[src/rtl/uart_rx_pkg.sv]
// Shared types and constants for the UART receive deframer.
// UART_RX_PARITY_EN adds an even-parity state after the data bits.
package uart_rx_pkg;

  localparam int UART_DATA_BITS = 8;

  typedef enum logic [2:0] {
    ST_IDLE,
    ST_START,
    ST_DATA,
`ifdef UART_RX_PARITY_EN
    ST_PARITY,
`endif
    ST_STOP,
    ST_WAIT_IDLE
  } uart_rx_state_e;

  function automatic logic even_par(
    input logic [UART_DATA_BITS-1:0] d
  );
    return ^d;
  endfunction

endpackage

[src/rtl/uart_rx_sync.sv]
// N-flop synchronizer for an asynchronous serial line.
// Flops reset to 1 so the line reads idle out of reset.
module uart_rx_sync #(
  parameter int STAGES = 2
) (
  input  logic clk,
  input  logic rst,
  input  logic d,
  output logic q
);

  logic [STAGES-1:0] ff;

  always_ff @(posedge clk or posedge rst) begin
    if (rst) begin
      ff <= '1;
    end else begin
      ff <= {ff[STAGES-2:0], d};
    end
  end

  assign q = ff[STAGES-1];

endmodule

[src/rtl/uart_rx_deframer.sv]
// 8N1 UART receiver with valid/ready output, framing and overrun flags.
// Define UART_RX_PARITY_EN for 8E1 frames with an even-parity check.
module uart_rx_deframer
  import uart_rx_pkg::*;
#(
  parameter int CLKS_PER_BIT = 32,
  parameter int SYNC_STAGES  = 2
) (
  input  logic       clk,
  input  logic       rst,
  input  logic       rx_i,
  output logic [7:0] data_o,
  output logic       valid_o,
  input  logic       ready_i,
  output logic       frame_err_o,
  output logic       overrun_o,
  output logic       busy_o
);

  localparam int CW = $clog2(CLKS_PER_BIT);
  localparam int IW = $clog2(UART_DATA_BITS);
  localparam logic [CW-1:0] HALF =
    CW'(CLKS_PER_BIT / 2 - 1);
  localparam logic [CW-1:0] FULL =
    CW'(CLKS_PER_BIT - 1);
  localparam logic [IW-1:0] LAST =
    IW'(UART_DATA_BITS - 1);

  if (CLKS_PER_BIT < 4) begin : g_bad_cpb
    $error("CLKS_PER_BIT must be >= 4");
  end
  if (SYNC_STAGES < 2) begin : g_bad_sync
    $error("SYNC_STAGES must be >= 2");
  end

  uart_rx_state_e state;
  logic [CW-1:0]  cnt;
  logic [IW-1:0]  idx;
  logic [UART_DATA_BITS-1:0] shreg;
  logic rx_s;
  logic rx_d;
  logic frame_ok;

  uart_rx_sync #(
    .STAGES(SYNC_STAGES)
  ) u_sync (
    .clk(clk),
    .rst(rst),
    .d  (rx_i),
    .q  (rx_s)
  );

`ifdef UART_RX_PARITY_EN
  logic par_bad;
  assign frame_ok = !par_bad;
`else
  assign frame_ok = 1'b1;
`endif

  assign busy_o = (state != ST_IDLE);

  always_ff @(posedge clk or posedge rst) begin
    if (rst) begin
      state       <= ST_IDLE;
      cnt         <= '0;
      idx         <= '0;
      shreg       <= '0;
      rx_d        <= 1'b1;
      data_o      <= '0;
      valid_o     <= 1'b0;
      frame_err_o <= 1'b0;
      overrun_o   <= 1'b0;
`ifdef UART_RX_PARITY_EN
      par_bad     <= 1'b0;
`endif
    end else begin
      rx_d        <= rx_s;
      frame_err_o <= 1'b0;
      overrun_o   <= 1'b0;
      if (valid_o && ready_i) begin
        valid_o <= 1'b0;
      end
      unique case (state)
        ST_IDLE: begin
          if (rx_d && !rx_s) begin
            cnt   <= HALF;
            state <= ST_START;
          end
        end
        ST_START: begin
          if (cnt != '0) begin
            cnt <= cnt - 1'b1;
          end else if (!rx_s) begin
            cnt   <= FULL;
            idx   <= '0;
            state <= ST_DATA;
          end else begin
            state <= ST_IDLE;
          end
        end
        ST_DATA: begin
          if (cnt != '0) begin
            cnt <= cnt - 1'b1;
          end else begin
            shreg[idx] <= rx_s;
            cnt        <= FULL;
            if (idx == LAST) begin
`ifdef UART_RX_PARITY_EN
              state <= ST_PARITY;
`else
              state <= ST_STOP;
`endif
            end else begin
              idx <= idx + 1'b1;
            end
          end
        end
`ifdef UART_RX_PARITY_EN
        ST_PARITY: begin
          if (cnt != '0) begin
            cnt <= cnt - 1'b1;
          end else begin
            par_bad     <= even_par(shreg) != rx_s;
            frame_err_o <= even_par(shreg) != rx_s;
            cnt         <= FULL;
            state       <= ST_STOP;
          end
        end
`endif
        ST_STOP: begin
          if (cnt != '0) begin
            cnt <= cnt - 1'b1;
          end else if (!rx_s) begin
            frame_err_o <= 1'b1;
            state       <= ST_WAIT_IDLE;
          end else begin
            state <= ST_IDLE;
            // a full holding register keeps the old byte
            if (frame_ok) begin
              if (!valid_o || ready_i) begin
                data_o  <= shreg;
                valid_o <= 1'b1;
              end else begin
                overrun_o <= 1'b1;
              end
            end
          end
        end
        ST_WAIT_IDLE: begin
          if (rx_s) begin
            state <= ST_IDLE;
          end
        end
        default: state <= ST_IDLE;
      endcase
    end
  end

endmodule

[config.mk]
export PLATFORM = sky130hd
export DESIGN_NAME = uart_rx_deframer
export DESIGN_NICKNAME = d
export VERILOG_FILES = /design/src/rtl/uart_rx_pkg.sv /design/src/rtl/uart_rx_sync.sv /design/src/rtl/uart_rx_deframer.sv
export SDC_FILE = /design/constraint.sdc
export NUM_CORES = 1
export LEC_CHECK = 0
export ABC_AREA = 0
export BUFFER_PORTS_ARGS = -buffer_cell sky130_fd_sc_hd__buf_2
export CORE_AREA = 2 2 58 60
export CTS_CLUSTER_DIAMETER = 80
export DETAILED_ROUTE_END_ITERATION = 16
export DIE_AREA = 0 0 60 62
export GPL_TIMING_DRIVEN = 0
export MAX_ROUTING_LAYER = met4
export PLACE_DENSITY = 0.76
export SLEW_MARGIN = 10
export SYNTH_ARGS = -nofsm -noshare
export SYNTH_HDL_FRONTEND = slang
export SYNTH_SLANG_ARGS = --single-unit
[constraint.sdc]
create_clock -name clk -period 2.5 [get_ports clk]
set_input_delay 0.25 -clock clk [delete_from_list [all_inputs] [get_ports clk]]
set_output_delay 0.25 -clock clk [all_outputs]
set_load 0.01 [all_outputs]
==> flow_metrics.env <==
export IMPL_path_common_cell="or4b_4"
export IMPL_crit_chain="inv_2 -> ha_4 -> or4b_4 -> or4b_4 -> nor2b_2 -> buf_6 -> mux2_2"
export IMPL_diodes=0
export IMPL_grt_first_pass_wirelength_um=4290
export IMPL_portBuffers=15
export IMPL_setup_viol=0
export IMPL_postCtsSetupBuffers=0
export IMPL_cts_buffers=5
export IMPL_synth_seq_area_share=0.538
export IMPL_max_vdd_ir_drop_uv=407
export IMPL_path_class="reg -> reg"
export IMPL_rows=21
export IMPL_tightest_slew_ns=0.708
export IMPL_ys_top_cells_by_area="dfrtp_1 (49%), mux2_2 (13%), dfstp_2 (5.1%), nor2_1 (3.2%), nand2_1 (2.7%)"
export IMPL_ant_nets=0
export IMPL_avgViaCountPerCell=5.41
export IMPL_fill_cells=268
export IMPL_finalHoldViolations=12
export IMPL_syn_inst=132
export IMPL_cts_tree="yes"
export IMPL_area_growth_pct=15.6
export IMPL_fin_skew_ns=0.00970
export IMPL_clk_path_buf_depth=2
export IMPL_start_util=0.485
export IMPL_dr_first_iter_drc_count=23
export IMPL_yosys_top_cells_count="dfrtp_1 (30), mux2_2 (18), nor2_1 (13), nand2_1 (11), nand3_1 (7)"
export IMPL_synth_cell_area_mm2=0.00154
export IMPL_arrival_ns=2.64
export IMPL_htree_levels=2
export IMPL_holdCritPathClass="in -> async"
export IMPL_grt_pass1_vias=1004
export IMPL_seqCellArea_um2=830
export IMPL_start_kind="flop"
export IMPL_p_total_w=0.00149
export IMPL_r2r_end="data_o[4]$_DFFE_PP0P_"
export IMPL_cp_max_fo=8
export IMPL_slowest_stage="or4b_4"
export IMPL_synth_warnings=0
export IMPL_drc=0
export IMPL_cap_violations=0
export IMPL_synth_largest_area_cell="dfrtp_1"
export IMPL_pre_cts_slack_ns=-0.00128
export IMPL_reg2reg_depth=7
export IMPL_drtPass1Iterations=4
export IMPL_synth_nets=139
export IMPL_fin_worst_hold_slack_ns=-0.00291
export IMPL_p_per_area_mw_per_mm2=837
export IMPL_die_h_um=62
export IMPL_synth_most_common_cell="dfrtp_1"
export IMPL_netlist_cell_type_count=36
export IMPL_die_width_um=60
export IMPL_dpl_hpwl_um=1880
export IMPL_ff2ff_setup_slack_ns=0.09
export IMPL_yosys_register_bits=33
export IMPL_routed_wl_um=2580
export IMPL_finalCritPeriodShare=0.963
export IMPL_wl_per_cell_um=12.8
export IMPL_clock_latency_ns=0.33
export IMPL_core_mm2=0.00318
export IMPL_multi_input_area_um2=664
export IMPL_slew_viol_final=0
export IMPL_violations="negative hold slack"
export IMPL_synth_area_per_cell_um2=11.7
export IMPL_ios=16
export IMPL_cp_top_family="simple AND/OR/NAND/NOR gates"
export IMPL_worst_ep_required_time_ns=2.73
export IMPL_rsz0062_at_grt="false"
export IMPL_rr_startpoint="cnt[0]$_DFFE_PP0P_"
export IMPL_max_slew_margin=0.521
export IMPL_vias=1093
export IMPL_track_usage=0.164
export IMPL_overflow=0
export IMPL_status="finished, violations left"
export IMPL_design_die_area_mm2=0.00372
export IMPL_grt_max_degree=34
export IMPL_cpPeakStageDelay_ns=0.52
export IMPL_fin_crit_ns=2.41
export IMPL_synth_top_cell_area_share=0.487
export IMPL_clkSinkCount=33
export IMPL_endpoint_kind="flop"
export IMPL_fin_ws_ns=0.0923
export IMPL_clockRootBuffer="clkbuf_4"
export IMPL_cts_clk_slew_worst_paths_ns=0.10
export IMPL_async_reset_ff_frac=1.00
export IMPL_antenna_found_initial=0
export IMPL_synthFlopType="dfrtp_1"
export IMPL_path_buf_inv=2
export IMPL_power_leakage_nw=0.868
export IMPL_final_nets=162
export IMPL_fmax_mhz=415
export IMPL_layout_drive_gt1_share=0.359
export IMPL_synth_edf_count=0
export IMPL_place_gp_congestion=0.876
-- area by class of cell --
class,instances,share of cell area
Buffer,5,0.0274
Clock buffer,7,0.0309
Clock inverter,1,0.0169
Inverter,3,0.00632
Multi-Input combinational cell,91,0.373
Sequential cell,33,0.466
Tap cell,46,0.0323
Timing Repair Buffer,16,0.0478
-- kinds of logic after synthesis --
| kind of cell | count (synthesis) | synth area share |
|---|---|---|
| DFF | 33 | 0.538 |
| muxes | 19 | 0.138 |
| buffers and inverters | 8 | 0.0389 |
| AOI/OAI and AO/OA | 16 | 0.0722 |
| and+or+nand+nor | 53 | 0.188 |
| adders and majority gates | 3 | 0.0244 |
-- registers in the layout, indices dropped and copies added, names as in the netlist --
register / count
data_o: 8
shreg: 8
cnt: 5
idx: 3
state: 3
u_sync.ff: 2
frame_err_o: 1
overrun_o: 1
rx_d: 1
valid_o: 1
-- worst register-to-register path, delay by kind of cell (launching register included) --
kind	cells	cell delay, ns
adders and majority gates	1	0.16
buffers and inverters	2	0.24
DFF	1	0.40
muxes	1	0.34
and+or+nand+nor	3	1.16
-- power breakdown --
| part | switching [W] | total, W | internal [W] |
|---|---|---|---|
| sequential | 0.0000692 | 0.000667 | 0.000598 |
| clock | 0.000171 | 0.000410 | 0.000239 |
| combinational | 0.000205 | 0.000413 | 0.000208 |
-- routing by layer --
layer / up-vias / track usage / routed length (um)
met5: - / - / 0
met1: 532 / 0.195 / 1110
met3: 5 / 0.0621 / 147
li1: 511 / - / -
met2: 45 / 0.255 / 1280
met4: 0 / 0.0635 / 42
-- cells in the final DEF, fill, tap and decap left out, types with 4 or more instances in the layout --
| cell | synthesis | final |
|---|---|---|
| dfrtp_1 | 30 | 30 |
| buf_2 | 1 | 16 |
| clkbuf_4 | 0 | 5 |
| a21oi_1 | 4 | 4 |
| nand2_1 | 11 | 11 |
| nand3_1 | 7 | 7 |
| nor2b_1 | 4 | 4 |
| mux2_2 | 18 | 18 |
| nor2_1 | 13 | 13 |
-- worst max path at each step --
| stage | startpoint | end | slack [ns] | depth (start not counted) |
|---|---|---|---|---|
| floorplan | cnt[0]$_DFFE_PP0P_ | data_o[0]$_DFFE_PP0P_ | 0.16 | 7 |
| global placement | cnt[0]$_DFFE_PP0P_ | data_o[1]$_DFFE_PP0P_ | 0.05 | 7 |
| detailed placement | cnt[0]$_DFFE_PP0P_ | data_o[4]$_DFFE_PP0P_ | -0.001 | 7 |
| CTS | cnt[0]$_DFFE_PP0P_ | data_o[4]$_DFFE_PP0P_ | 0.02 | 7 |
| global route | cnt[1]$_DFFE_PP0P_ | data_o[6]$_DFFE_PP0P_ | 0.02 | 7 |
| finish | cnt[0]$_DFFE_PP0P_ | data_o[4]$_DFFE_PP0P_ | 0.09 | 7 |
-- per-stage QoR --
stage	hold WS (ns)	instances	TNS (ns)	cell area, um2	util
2_1_floorplan	0.254	132	0	1540	-
3_3_place_gp	0.346	193	0	1670	0.527
3_5_place_dp	0.347	193	-0.00128	1670	0.527
4_1_cts	0.169	202	0	1770	0.557
5_1_grt	0.0428	202	0	1780	0.560
6_report	-0.00291	202	0	1780	0.560
-- repair_timing --
item / 4_1_cts / 5_1_grt
hold endpoints to repair: 1 / 0
resized for setup: 1 / 2
endpoints found under the setup margin: 6 / 12
hold buffers: 1 / 0
Note: power is estimated with default switching activity, not from simulation.
